--- src/rtl/fifo_if.sv ---
// Producer/consumer bundle for the synchronous fifo.
// FIFO_ERR_FLAGS_EN adds the overflow/underflow status lines.
interface fifo_if #(
  parameter int unsigned DATA_WIDTH = 8,
  parameter int unsigned CNT_WIDTH  = 8
);
  logic [DATA_WIDTH-1:0] buf_in;
  logic                  wr_en;
  logic                  rd_en;
  logic [DATA_WIDTH-1:0] buf_out;
  logic                  buf_empty;
  logic                  buf_full;
  logic [CNT_WIDTH-1:0]  fifo_counter;
`ifdef FIFO_ERR_FLAGS_EN
  logic                  overflow;
  logic                  underflow;
`endif

  modport master (
    output buf_in, wr_en, rd_en,
`ifdef FIFO_ERR_FLAGS_EN
    input  overflow, underflow,
`endif
    input  buf_out, buf_empty, buf_full, fifo_counter
  );

  modport slave (
    input  buf_in, wr_en, rd_en,
`ifdef FIFO_ERR_FLAGS_EN
    output overflow, underflow,
`endif
    output buf_out, buf_empty, buf_full, fifo_counter
  );
endinterface

--- src/rtl/fifo.sv ---
// Single-clock circular-buffer FIFO with level counter and registered read data.
// FIFO_ERR_FLAGS_EN adds one-cycle overflow/underflow pulses.
module fifo #(
  parameter int unsigned DATA_WIDTH = 8,
  parameter int unsigned DEPTH      = 64,
  parameter int unsigned CNT_WIDTH  = 8
) (
  input logic  clk,
  input logic  rst,
  fifo_if.slave bus
);
  localparam int unsigned PtrWidth = $clog2(DEPTH);

  logic [DATA_WIDTH-1:0] mem [DEPTH];

  logic [PtrWidth-1:0]   wr_ptr_q, wr_ptr_d;
  logic [PtrWidth-1:0]   rd_ptr_q, rd_ptr_d;
  logic [CNT_WIDTH-1:0]  count_q, count_d;
  logic [DATA_WIDTH-1:0] buf_out_q;
  logic                  empty, full;
  logic                  wr_acc, rd_acc;

  assign empty  = (count_q == '0);
  assign full   = (count_q == CNT_WIDTH'(DEPTH));
  // A write into a full buffer is allowed when the same edge frees a slot.
  assign wr_acc = bus.wr_en & (~full | bus.rd_en);
  assign rd_acc = bus.rd_en & ~empty;

  always_comb begin
    wr_ptr_d = wr_ptr_q;
    rd_ptr_d = rd_ptr_q;
    count_d  = count_q;
    if (wr_acc) wr_ptr_d = wr_ptr_q + PtrWidth'(1);
    if (rd_acc) rd_ptr_d = rd_ptr_q + PtrWidth'(1);
    unique case ({wr_acc, rd_acc})
      2'b10:   count_d = count_q + CNT_WIDTH'(1);
      2'b01:   count_d = count_q - CNT_WIDTH'(1);
      default: count_d = count_q;
    endcase
  end

  always_ff @(posedge clk or negedge rst) begin
    if (!rst) begin
      wr_ptr_q  <= '0;
      rd_ptr_q  <= '0;
      count_q   <= '0;
      buf_out_q <= '0;
    end else begin
      wr_ptr_q <= wr_ptr_d;
      rd_ptr_q <= rd_ptr_d;
      count_q  <= count_d;
      if (rd_acc) buf_out_q <= mem[rd_ptr_q];
    end
  end

  // Storage is deliberately not reset.
  always_ff @(posedge clk) begin
    if (wr_acc) mem[wr_ptr_q] <= bus.buf_in;
  end

  assign bus.buf_out      = buf_out_q;
  assign bus.buf_empty    = empty;
  assign bus.buf_full     = full;
  assign bus.fifo_counter = count_q;

`ifdef FIFO_ERR_FLAGS_EN
  logic overflow_q, underflow_q;

  always_ff @(posedge clk or negedge rst) begin
    if (!rst) begin
      overflow_q  <= 1'b0;
      underflow_q <= 1'b0;
    end else begin
      overflow_q  <= bus.wr_en & full & ~bus.rd_en;
      underflow_q <= bus.rd_en & empty;
    end
  end

  assign bus.overflow  = overflow_q;
  assign bus.underflow = underflow_q;
`endif
endmodule

--- src/flat_wrapper.sv ---
// flat-port wrapper written by rule: the top's interface ports become plain ports
module fifo_flat 
#(
  parameter int unsigned DATA_WIDTH = 8,
  parameter int unsigned DEPTH      = 64,
  parameter int unsigned CNT_WIDTH  = 8
)
  (clk, rst, bus_buf_in, bus_wr_en, bus_rd_en, bus_buf_out, bus_buf_empty, bus_buf_full, bus_fifo_counter);
  fifo_if #(.DATA_WIDTH(DATA_WIDTH), .CNT_WIDTH(CNT_WIDTH)) bus_i ();
  input logic clk;
  input logic rst;
  input wire logic [$bits(bus_i.buf_in)-1:0] bus_buf_in;
  input wire logic [$bits(bus_i.wr_en)-1:0] bus_wr_en;
  input wire logic [$bits(bus_i.rd_en)-1:0] bus_rd_en;
  output wire logic [$bits(bus_i.buf_out)-1:0] bus_buf_out;
  output wire logic [$bits(bus_i.buf_empty)-1:0] bus_buf_empty;
  output wire logic [$bits(bus_i.buf_full)-1:0] bus_buf_full;
  output wire logic [$bits(bus_i.fifo_counter)-1:0] bus_fifo_counter;
  assign bus_i.buf_in = bus_buf_in;
  assign bus_i.wr_en = bus_wr_en;
  assign bus_i.rd_en = bus_rd_en;
  assign bus_buf_out = bus_i.buf_out;
  assign bus_buf_empty = bus_i.buf_empty;
  assign bus_buf_full = bus_i.buf_full;
  assign bus_fifo_counter = bus_i.fifo_counter;
  fifo #(.DATA_WIDTH(DATA_WIDTH), .DEPTH(DEPTH), .CNT_WIDTH(CNT_WIDTH)) u_core (.clk(clk), .rst(rst), .bus(bus_i));
endmodule
--- config.mk ---
export PLATFORM = sky130hd
export DESIGN_NAME = fifo_flat
export DESIGN_NICKNAME = d
export VERILOG_FILES = /design/src/rtl/fifo_if.sv /design/src/rtl/fifo.sv /design/src/flat_wrapper.sv
export SDC_FILE = /design/constraint.sdc
export NUM_CORES = 1
export LEC_CHECK = 0
export CELL_PAD_IN_SITES_DETAIL_PLACEMENT = 0
export CELL_PAD_IN_SITES_GLOBAL_PLACEMENT = 2
export CORE_UTILIZATION = 30
export CTS_CLUSTER_SIZE = 24
export DETAILED_ROUTE_END_ITERATION = 7
export GPL_TIMING_DRIVEN = 0
export PLACE_DENSITY = 0.51
export SETUP_SLACK_MARGIN = 0.05
export SKIP_LAST_GASP = 1
export SLEW_MARGIN = 20
export SYNTH_ARGS = -nofsm -noshare
export SYNTH_HDL_FRONTEND = slang
export SYNTH_SLANG_ARGS = --single-unit
--- constraint.sdc ---
create_clock -name clk -period 7 [get_ports clk]
set_clock_uncertainty 0.15 [all_clocks]
set_input_delay 0.7 -clock clk [delete_from_list [all_inputs] [get_ports clk]]
set_output_delay 0.7 -clock clk [all_outputs]
set_load 0.05 [all_outputs]
==> results list, run 1 <==
* Sum of routed wire length over all layers: 56,200 um
* Final GP Congestion: 0.743
- Arrival time at the worst endpoint: 4.08 ns
* Bufs on Longest Clock Path: 3
- Critical path cell sequence: buf_2, buf_2, clkbuf_1, mux4_2, a22oi_1, a21oi_1, a2111oi_0, nor2_1
- Count of instances resized after the clock tree is built: 0
* FMAX: 0.266 GHz
- I/O pin cnt: 30
- Die height: 267 um
* DRC: 0
* Cell with the largest stage delay on the worst path: sky130_fd_sc_hd__clkbuf_1
- Routed wire per std cell: 26.5 um
- H-tree Lvls: 2
- Relative to the synthesized area, the layout overhead comes to 15.9%.
* Clock transition at path regs: 0.06 ns
* Wire length of the first global-routing pass: 80,500 um
* Type of the tightest min-delay check: input port to asynchronous set/reset pin
* Number of DRC markers in iteration 0: 655
* Headroom to the max-slew limit: 0.283
- Subtracting the final worst setup slack from the clock period gives 3.76 ns.
- In this run the power density over the cells is 407 nW/um^2.
- Total via count after detailed routing: 10,200
- Across the run, the number of max-cap violations was 0.
* Commonest cells after routing, fill and taps aside: sky130_fd_sc_hd__edfxtp_1, sky130_fd_sc_hd__mux4_2, sky130_fd_sc_hd__nor2_1
- Worst setup timing slack at the placement stage: 3.01 ns
- CTS buffer count: 58
- Final ANT Viol Nets: 0
- Number of enable flip-flop cells after synthesis: 512
- Floorplan die width: 267 um
- Setup repair after global routing left no endpoint under its margin.
- # placed instances: 2,008
* Finished Core Util: 0.354
* Net count after synthesis: 1,067
- Of the synthesized area, sequential elements account for 0.763.
- Post-Layout Cell Count: 2,118
- Fin crit share: 0.537
* Endpoint type of the worst setup path: register
- Clock tree from TritonCTS: built
* Type of element launching the critical path: register
- The worst-case IR drop observed on VDD is 0.177 mV.
- Setup total negative slack on the finished layout was measured at 0 ns.
* Cell leakage power: 7.67 nW
* Cell at the root of the clock tree: sky130_fd_sc_hd__clkbuf_16
* Antenna violations before repair: 1
* CTS sink cnt: 540
* Maximum single-stage delay on the critical path: 0.81 ns
* Placeable Area: 69,100 um^2
- Total of endpoints with negative setup slack in the final report: 0
* Flip-flop and latch count after synthesis: 540
* Max-slew violation total from the final report: 0
- Using the TritonRoute via totals, the vias-per-cell ratio works out to 4.81.
- With fillers left out, the area of the finished cells amounts to 24,400 um^2.
- During synthesis, Yosys emitted a total of 0 warnings.
* WS Path Type: register to register
* Outcome: finished clean
- Before antenna repair, the detailed router went through 7 iterations.
* Row Count: 96
- The hold violation total from the final report came to 0.
- The average instance in the mapped netlist occupies 20.2 um^2.
* Smallest setup slack after layout: 3.24 ns
- Standard cell area after detailed placement: 22,600 um^2
- Cell area after technology mapping: 21,100 um^2
- Count of different cell masters after synthesis: 45
* Number of global-route vias before repair: 10,700
- Count of buffers inserted at the top-level ports: 29
- Most common cell after layout, fill and taps aside: sky130_fd_sc_hd__edfxtp_1
- After technology mapping, the gate count stands at 1,045.
- First element of the critical path: u_core.rd_ptr_q[1]
* Fraction of synthesis flops using an asynchronous set or reset pin: 0.0519
- Source-to-sink clock delay at the later pin of the worst-skew pair: 0.62 ns
* Req. time, crit path: 7.33 ns
- Detailed placement finished with a half-perimeter wire length of 36,500 um.
- Entering global routing, the biggest net connects 65 pins.
- Most common flop cell mapped by yosys: sky130_fd_sc_hd__edfxtp_1
- For this configuration, the core starts out at a cell density of 0.305.
- The die covers 71,300 um^2.
* Final global-route overflow total: 0
- Across every metal layer, demand over resource in global routing totals 0.162.
* Worst-Margin Slew: 1.08 ns
- In this run the critical register-to-register path is launched from u_core.rd_ptr_q[1].
* Number of fill cells in the layout: 6,490
- Share of cells above drive strength 1: 0.203
- Counting stages on the worst path, the most repeated cell is sky130_fd_sc_hd__buf_2.
* Number of diodes: 0
- The final layout contains 1,160 nets.
- Of all nets on the critical path, the largest fanout is 10.
-- timing repair --
| action | CTS | global route |
|---|---|---|
| setup endpoints to repair | 0 | 0 |
| hold buffers | 1 | 0 |
| setup buffers | 0 | 0 |
| endpoints found under the hold margin | 27 | 0 |
-- Yosys cell counts (all sizes together) (2+ instances only) --
cell type | instances | area, um^2
a2111oi | 4 | 35.0
a211oi | 11 | 82.6
a21o | 3 | 22.5
a21oi | 17 | 85.1
a221oi | 8 | 70.1
a22o | 11 | 96.3
a22oi | 37 | 278
and2 | 2 | 12.5
buf | 32 | 224
clkbuf | 26 | 97.6
dfrtp | 28 | 701
edfxtp | 512 | 15400
ha | 9 | 113
inv | 6 | 22.5
mux2 | 2 | 22.5
mux2i | 32 | 320
mux4 | 112 | 2520
nand2 | 32 | 120
nand3 | 7 | 35.0
nand3b | 3 | 22.5
nor2 | 78 | 293
nor2b | 5 | 31.3
nor3 | 3 | 15.0
o21ai | 16 | 80.1
o221ai | 8 | 70.1
o22ai | 12 | 75.1
or2 | 2 | 12.5
xnor2 | 11 | 96.3
xor2 | 5 | 43.8
-- layout make-up --
class	count	area, um^2	area share
clock inverter	39	358	0.0147
buffer	58	323	0.0132
tap	931	1160	0.0477
multi-input combinational	441	4650	0.190
sequential	540	16100	0.658
clock buffer	70	1500	0.0613
timing repair buffer	33	330	0.0135
inverter	6	22.5	0.000922
-- final timing paths --
check | endpoint | slack (ns) | cells after the start
setup / recovery | u_core.bus.buf_out[6] | 3.24 | 8
hold / removal | u_core.bus.fifo_counter[5] | 0.32 | 2
setup reg to reg | u_core.bus.buf_out[6] | 3.24 | 8
min in group clk | u_core.bus.buf_out[5] | 0.35 | 2
hold reg to reg | u_core.bus.buf_out[5] | 0.35 | 2
max in group asynchronous | u_core.wr_ptr_q[3] | 5.97 | 3
-- kinds of logic (layout without fill, tap and decap cells) --
kind of cell             after synthesis  after routing  synth area share
flip-flops                           540            540             0.763
adder cells (fa/ha/maj)               10             10           0.00630
buffers and inverters                 64            206            0.0163
AO/OA/AOI/OAI                        130            130            0.0437
AND/OR/NAND/NOR                      139            139            0.0280
XOR/XNOR                              16             16           0.00665
multiplexers                         146            146             0.136
-- registers in the layout, summed over array words and instances, names as in the netlist --
name,cells
u_core.bus.buf_out,8
u_core.bus.fifo_counter,8
u_core.mem,512
u_core.rd_ptr_q,6
u_core.wr_ptr_q,6
-- per-layer routing --
layer	vias to the layer above	routed length, um	GRT usage
li1	4510	-	-
met1	5424	26100	0.228
met2	193	27000	0.261
met3	69	2040	0.0257
met4	2	1040	0.0391
met5	-	17	0
-- where the power goes --
part           internal, W  switching [W]  leakage, nW  total (W)
registers          0.00372       0.000101         4.95    0.00383
clock network      0.00174        0.00127        0.903    0.00301
logic              0.00116        0.00194         1.83    0.00310
-- worst max-delay path: cells and delay by family, from the launching register on --
kind	cells	cell delay, ns
AO/OA/AOI/OAI	3	1.20
multiplexers	1	0.42
flip-flops	1	0.36
AND/OR/NAND/NOR	1	0.08
buffers and inverters	3	1.39
-- stage by stage --
stage	hold WS, ns	total power (W)
3_3_place_gp	0.341	0.00706
5_1_grt	0.305	0.0104
4_1_cts	0.284	0.0101
6_report	0.319	0.00993
2_1_floorplan	0.254	0.00582
3_5_place_dp	0.335	0.00706
Note: power is estimated with default switching activity, not from simulation.
==> inputs of run 2 (changes only) <==
PLACE_DENSITY = 0.53   (was 0.51)
clock period = 3.2 ns   (was 7 ns; I/O delays follow)
==> run 2 against run 1 <==
Power grew 120%. Die area unchanged. Critical path depth shrank 3. Setup slack got worse by 3.2 ns. Largest cell class unchanged.
==> results list, run 2 (same netlist as run 1, synthesis figures left out) <==
* Outcome: finished clean (unchanged)
- The final wirelength was 57,300 um (was 56,200 um).
- Pre-antenna DRT Iters: 5 (was 7)
- Via density per instance: 4.89 (was 4.81)
- Max IR drop VDD: 0.364 mV (was 0.177 mV)
* Worst setup timing slack at the placement stage: -0.904 ns (was 3.01 ns)
- The commonest non-fill, non-tap cell in the layout was sky130_fd_sc_hd__edfxtp_1 (unchanged).
* Max-slew violation total from the final report: 0 (unchanged)
* Final GP Congestion: 0.768 (was 0.743)
- The number of CTS-inserted buffers came to 59 (was 58).
* Final Hold Fails: 0 (unchanged)
* Number of DRC markers in iteration 0: 869 (was 655)
- The required arrival time at the worst endpoint came to 3.29 ns (was 7.33 ns).
- The slowest cell on the critical path is sky130_fd_sc_hd__nor2_1 (was sky130_fd_sc_hd__clkbuf_1).
- Tightest hold margin: 0.101 ns (was 0.319 ns)
* Wire length of the first global-routing pass: 81,400 um (was 80,500 um)
- Total area of multi-input combinational cells: 4840 um^2 (was 4650 um^2)
- The clock tree from TritonCTS is built (unchanged).
* Sequential cell area: 16,100 um^2 (about the same)
* Area overhead of the layout relative to synthesis: 17.4% (was 15.9%)
- Final global-route overflow total: 0 (unchanged)
* Power density cells: 892 nW/um^2 (was 407 nW/um^2)
* All-layer global routing usage: 0.164 (was 0.162)
- Antenna violations before repair: 0 (was 1)
- Cell leakage power: 7.74 nW (was 7.67 nW)
- R2R depth: 5 (was 8)
* Reg-to-reg setup timing slack: 0.05 ns (was 3.24 ns)
* Source-to-sink clock delay at the later pin of the worst-skew pair: 0.62 ns (about the same)
* Headroom to the max-slew limit: 0.403 (was 0.283)
- The number of cells on the critical path came to 5 (was 8).
- The post-CTS clock slew at the launch and capture registers of the worst setup and hold paths is 0.06 ns (about the same).
- Die outline area: 71,300 um^2 (unchanged)
- Row Count: 96 (unchanged)
* Cell family with most CP delay: simple AND/OR/NAND/NOR gates (was buffers and inverters)
- The largest net degree at the start of global routing came to 65 (unchanged).
* Startpoint of the worst-slack reg-to-reg timing path: u_core.bus.fifo_counter[0] (was u_core.rd_ptr_q[1])
- Finished Core Util: 0.358 (was 0.354)
* Cell at the root of the clock tree: sky130_fd_sc_hd__clkbuf_16 (unchanged)
- Floorplan die width: 267 um (unchanged)
- Starting density of the core: 0.305 (unchanged)
- Share of cells above drive strength 1: 0.257 (was 0.203)
- Buffers plus inverters on the worst setup path: 0 (was 3)
- Count of buffers inserted at the top-level ports: 29 (unchanged)
- The critical path launch point type is a register (unchanged).
- Commonest cells after routing, fill and taps aside: sky130_fd_sc_hd__edfxtp_1, sky130_fd_sc_hd__mux4_2, sky130_fd_sc_hd__clkbuf_16 (was sky130_fd_sc_hd__edfxtp_1, sky130_fd_sc_hd__mux4_2, sky130_fd_sc_hd__nor2_1).
* Worst-Margin Slew: 0.893 ns (was 1.08 ns)
- DRC: 0 (unchanged)
- WS Path Type: register to register (unchanged)
* Time the final worst path needs with I/O delays and setup: 3.15 ns (was 3.76 ns)
- The net count of the finished layout is 1,165 (was 1,160).
* Smallest setup slack after layout: 0.0526 ns (was 3.24 ns)
* FMAX: 0.318 GHz (was 0.266 GHz)
- The placeable core region was 69,100 um^2 (unchanged).
- The via count of the first global-routing pass came to 10,900 (was 10,700).
- The post-detailed-route wirelength per cell is 27.0 um (was 26.5 um).
- First element of the critical path: u_core.bus.fifo_counter[0] (was u_core.rd_ptr_q[1])
- Cell repeated most along the worst path: sky130_fd_sc_hd__nor2_1 (was sky130_fd_sc_hd__buf_2)
- Arrival time at the worst endpoint: 3.23 ns (was 4.08 ns)
- The total negative setup slack was 0 ns (unchanged).
- Total via count after detailed routing: 10,400 (was 10,200)
* Critical path cell sequence: nor3_4, a41o_2, nor2_1, nand2_1, nor2_1 (was buf_2, buf_2, clkbuf_1, mux4_2, a22oi_1, a21oi_1, a2111oi_0, nor2_1)
* CTS sink cnt: 540 (unchanged)
* DP HPWL: 36,600 um (was 36,500 um)
* Total Power Consumption: 0.0221 W (was 0.00993 W)
- Bufs on Longest Clock Path: 3 (unchanged)
* RR Endpoint: u_core.mem[9][6] (was u_core.bus.buf_out[6])
- Type of the tightest min-delay check: input port to asynchronous set/reset pin (unchanged)
- The period utilization came to 0.984 (was 0.537).
* Die height: 267 um (unchanged)
- The largest register by flop count is u_core.mem (unchanged).
* H-tree Lvls: 2 (unchanged)
- The capture point of the worst path is u_core.mem[9][6] (was u_core.bus.buf_out[6]).
- Endpoint type of the worst setup path: register (unchanged)
- Total of endpoints with negative setup slack in the final report: 0 (unchanged)
- Flip-flop count of the largest register after layout: 512 (unchanged)
* I/O pin cnt: 30 (unchanged)
- The max-cap check violation count came to 0 (unchanged).
- Crit Path Max Fanout: 8 (was 10)
* Maximum single-stage delay on the critical path: 0.85 ns (was 0.81 ns)
- Final ANT Viol Nets: 0 (unchanged)
* RSZ-0062 raised after global routing: true (was false)
* Number of fill cells in the layout: 6,447 (was 6,490)
run 2: worst reg2reg max path: stages (launching register included):
cell and delay (ns):
sky130_fd_sc_hd__dfrtp_2 0.45, sky130_fd_sc_hd__nor3_4 0.08, sky130_fd_sc_hd__a41o_2 0.36, sky130_fd_sc_hd__nor2_1 0.27, sky130_fd_sc_hd__nand2_1 0.58, sky130_fd_sc_hd__nor2_1 0.86
run 2: metrics by stage:
stage | cell area (um^2) | instances
final | 24700 | 2121
after global placement | 22500 | 2005
after detailed placement | 22600 | 2008
after floorplan | 21100 | 1045
after global routing | 24700 | 2120
after CTS | 24600 | 2118
run 2: worst min path at each step:
stage,startpoint,slack [ns],cells after the start,endpoint
finish,rst,0.10,3,u_core.bus.fifo_counter[3]
global route,bus_buf_in[4],0.10,2,u_core.mem[51][4]
CTS,bus_buf_in[4],0.08,2,u_core.mem[51][4]
detailed placement,rst,0.11,1,u_core.wr_ptr_q[3]
global placement,u_core.bus.fifo_counter[0],0.38,1,u_core.bus.fifo_counter[0]
floorplan,rst,-0.13,0,u_core.bus.buf_out[0]
run 2: layout make-up:
type	count	area share
Antenna cell	1	0.000101
Buffer	58	0.0146
Clock buffer	72	0.0625
Clock inverter	35	0.0132
Inverter	6	0.00101
Multi-Input combinational cell	441	0.196
Sequential cell	540	0.650
Tap cell	931	0.0471
Timing Repair Buffer	37	0.0157
run 2: where the power goes:
| group | total [W] | internal [W] | switching [W] |
|---|---|---|---|
| Sequential | 0.00844 | 0.00815 | 0.000285 |
| Clock | 0.00666 | 0.00389 | 0.00277 |
| Combinational | 0.00697 | 0.00263 | 0.00434 |
| Total | 0.0221 | 0.0147 | 0.00739 |
run 2: timing repair:
| action | in CTS | in global routing |
|---|---|---|
| resized for setup | 42 | 43 |
| setup endpoints to repair | 156 | 210 |
| hold buffers | 2 | 0 |
| setup buffers | 1 | 2 |
| pin swaps | 1 | 3 |
| endpoints found under the hold margin | 28 | 0 |
run 2: layer usage:
layer	wire, um	global-route usage
met5	0	0
met4	1030	0.0359
met3	2600	0.0284
met2	26300	0.255
met1	27400	0.240
==> inputs of run 3 (changes only) <==
CORE_UTILIZATION = 45   (was 30)
PLACE_DENSITY = 0.75   (was 0.53)
==> run 3 against run 2 <==
First-iteration DRC count is 25% higher. Global-route usage grew 5.5 points. Register-to-register slack improved by 0.04 ns. Via count grew 1.5%. Worst hold slack lost 0.065 ns.
==> results list, run 3 (same netlist as run 1, synthesis figures left out) <==
- Cell leakage power: 7.71 nW (was 7.74 nW)
- The number of routed nets with antenna violations was 0 (unchanged).
* Reg-to-reg setup timing slack: 0.1 ns (was 0.05 ns)
- The wire length of the first global-routing pass came to 73,400 um (was 81,400 um).
- The gate family responsible for the most delay along the worst path is simple AND/OR/NAND/NOR gates (unchanged).
- The pre-CTS worst setup slack is -0.421 ns (was -0.904 ns).
* Max-slew violation total from the final report: 0 (unchanged)
* Outcome: finished clean (unchanged)
- Net count reported at finish: 1,165 (unchanged)
* Bufs on Longest Clock Path: 3 (unchanged)
- The horizontal die dimension was 218 um (was 267 um).
- DP HPWL: 32,200 um (was 36,600 um)
- All-layer global routing usage: 0.219 (was 0.164)
- The remaining max-slew budget at the tightest pin was 0.352 (was 0.403).
* Clock tree from TritonCTS: built (unchanged)
* Proportion of total power due to net switching: 0.328 (was 0.335)
- The count of port buffers added during placement is 29 (unchanged).
- Cell with the largest stage delay on the worst path: sky130_fd_sc_hd__nor2_1 (unchanged)
- The most numerous cell on the critical path is sky130_fd_sc_hd__nor2_1 (unchanged).
- Number of global-route vias before repair: 10,700 (was 10,900)
- Critical path cell sequence: nor3_1, a41o_1, nor2_1, nand2_1, nor2_1 (was nor3_4, a41o_2, nor2_1, nand2_1, nor2_1).
* RSZ-0062 raised after global routing: true (unchanged)
- Antenna violations before repair: 0 (unchanged)
* Cell at the root of the clock tree: sky130_fd_sc_hd__clkbuf_16 (unchanged)
- Source-to-sink clock delay at the later pin of the worst-skew pair: 0.62 ns (about the same)
* Fin crit share: 0.970 (was 0.984)
* RR Endpoint: u_core.mem[56][3] (was u_core.mem[9][6])
- I/O pin cnt: 30 (unchanged)
- Worst-Margin Slew: 0.969 ns (was 0.893 ns)
- The core occupancy in the finished layout was 0.528 (was 0.358).
- WS Path Type: register to register (unchanged)
* End of the worst hold path: u_core.mem[56][7]
- Global routing met1 resource utilization: 0.307 (was 0.240)
- Final GP Congestion: 0.843 (was 0.768)
* Final global-route overflow total: 0 (unchanged)
* Max IR drop VDD: 0.594 mV (was 0.364 mV)
* Most common cell after layout, fill and taps aside: sky130_fd_sc_hd__edfxtp_1 (unchanged)
- The number of CTS-inserted buffers came to 54 (was 59).
- Combinational cell fraction of total power: 0.317 (was 0.316)
- The final wirelength is 50,400 um (was 57,300 um).
* GRT met2 Usage: 0.347 (was 0.255)
- The layout-stage area growth over the synthesis result was 14.7% (was 17.4%).
* Power density cells: 887 nW/um^2 (was 892 nW/um^2)
- Sequential cell area: 16,100 um^2 (unchanged)
* Total area of multi-input combinational cells: 4780 um^2 (was 4840 um^2)
- The detailed-route via count came to 10,500 (was 10,400).
- Number of DRC markers in iteration 0: 1,082 (was 869)
* Standard cell area after detailed placement: 22,200 um^2 (was 22,600 um^2)
* Time the final worst path needs with I/O delays and setup: 3.10 ns (was 3.15 ns)
- Biggest register: u_core.mem (unchanged)
- The die area came to 47,700 um^2 (was 71,300 um^2).
* Endpoint type of the worst setup path: register (unchanged)
- Flip-flop count of the largest register after layout: 512 (unchanged)
- The delay of the slowest cell on the worst path is 0.86 ns (was 0.85 ns).
- The post-CTS clock slew at the launch and capture registers of the worst setup and hold paths came to 0.06 ns (about the same).
- Worst hold path depth: 1
- H-tree Lvls: 2 (unchanged)
* Arrival time at the worst endpoint: 3.19 ns (was 3.23 ns)
- The top achievable clock speed is 0.322 GHz (was 0.318 GHz).
- Die height: 218 um (was 267 um)
* Smallest setup slack after layout: 0.0967 ns (was 0.0526 ns)
* Type of the tightest min-delay check: input port to register (was input port to asynchronous set/reset pin)
- Share of cells above drive strength 1: 0.242 (was 0.257)
* Buffers plus inverters on the worst setup path: 0 (unchanged)
- The total net switching power came to 0.00703 W (was 0.00739 W).
- The number of endpoints failing setup at the final stage was 0 (unchanged).
- Max-cap violations: 0 (unchanged)
* Startpoint of the worst-slack reg-to-reg timing path: u_core.bus.fifo_counter[0] (unchanged)
- The number of sinks handled by clock tree synthesis is 540 (unchanged).
- The total power of the final layout was 0.0214 W (was 0.0221 W).
- Internal power summed over all cells: 0.0144 W (was 0.0147 W)
- The initial standard-cell utilization of the core came to 0.460 (was 0.305).
- Hold path start: bus_buf_in[7]
* Clock power share: 0.292 (was 0.302)
- The hold violation total from the final report is 0 (unchanged).
* Number of diodes: 0 (was 1)
* Commonest cells after routing, fill and taps aside: sky130_fd_sc_hd__edfxtp_1, sky130_fd_sc_hd__mux4_2, sky130_fd_sc_hd__nor2_1 (was sky130_fd_sc_hd__edfxtp_1, sky130_fd_sc_hd__mux4_2, sky130_fd_sc_hd__clkbuf_16)
- Highest-utilization routing layer at the global route stage: met2 (unchanged)
* DRC: 0 (unchanged)
- The placeable core region was 45,800 um^2 (was 69,100 um^2).
- Crit Path Max Fanout: 8 (unchanged)
- The register share of total power is 0.391 (was 0.382).
* Final instance area: 24,200 um^2 (was 24,700 um^2)
- The worst hold slack after final layout is 0.0364 ns (was 0.101 ns).
- The critical path launch point type is a register (unchanged).
- Largest net degree at the start of global routing: 65 (unchanged)
- Via density per instance: 5.89 (was 4.89)
* Number of fill cells in the layout: 3,547 (was 6,447)
- Pre-antenna DRT Iters: 5 (unchanged)
* Row Count: 78 (was 96)
- Routed wire per std cell: 28.2 um (was 27.0 um)
- Met3 Resource Use GR: 0.0444 (was 0.0284)
- The required arrival time at the worst endpoint was 3.29 ns (about the same).
- The depth of the worst register-to-register path was 5 (unchanged).
-- run 3: cell count changes in the layout (fill, tap and decap cells not counted), moves of 3 or more --
cell                        before  now
sky130_fd_sc_hd__clkbuf_1       29   32
sky130_fd_sc_hd__buf_12          0    5
sky130_fd_sc_hd__a21oi_2         1    4
sky130_fd_sc_hd__clkbuf_8        0    4
sky130_fd_sc_hd__clkbuf_16      60   54
sky130_fd_sc_hd__clkinv_1       16    7
sky130_fd_sc_hd__nor2_2         35    9
sky130_fd_sc_hd__nor2_1         41   68
sky130_fd_sc_hd__buf_2          13   18
-- run 3: metal layers --
metal,vias up,share of wire
li1,4510,-
met1,5573,0.43
met2,375,0.48
met3,75,0.068
met4,0,0.024
met5,-,0
-- run 3: repair_timing --
action                                  4_1_cts  5_1_grt
pin swaps                                     0        3
hold endpoints to repair                     45        0
buffers inserted                              0        5
endpoints found under the setup margin       77       84
hold buffers                                  2        0
gates resized for setup                      17       33
-- run 3: power groups by stage --
stage               Clock [W]  Combinational, W  Sequential [W]
finish                0.00626           0.00679         0.00839
global route          0.00661           0.00720         0.00843
CTS                   0.00636           0.00671         0.00839
detailed placement          0           0.00666         0.00853
global placement            0           0.00661         0.00853
floorplan                   0           0.00395         0.00879
-- run 3: worst max path at each step --
stage	from	endpoint	slack, ns	cells past startpoint
6_report	u_core.bus.fifo_counter[0]	u_core.mem[56][3]	0.1	5
5_1_grt	u_core.bus.fifo_counter[0]	u_core.mem[56][7]	-0.06	5
4_1_cts	u_core.bus.fifo_counter[3]	u_core.bus.fifo_counter[6]	-0.09	12
3_5_place_dp	u_core.bus.fifo_counter[3]	u_core.bus.fifo_counter[7]	-0.42	12
3_3_place_gp	u_core.rd_ptr_q[1]	u_core.bus.buf_out[6]	-0.45	8
2_1_floorplan	u_core.bus.fifo_counter[3]	u_core.bus.fifo_counter[7]	0.06	12
-- run 3: final cells by class --
cell class	count	area share
multi-input combinational	441	0.198
buffer	58	0.0144
clock inverter	29	0.0122
clock buffer	72	0.0604
timing repair buffer	42	0.0180
sequential	540	0.665
inverter	6	0.000932
tap	600	0.0311
-- run 3: metrics by stage --
stage	setup TNS, ns	cells
after floorplan	0	1045
final	0	1788
after CTS	-2.21	1783
after global placement	-39.01	1674
after detailed placement	-34.86	1680
after global routing	-0.923	1788
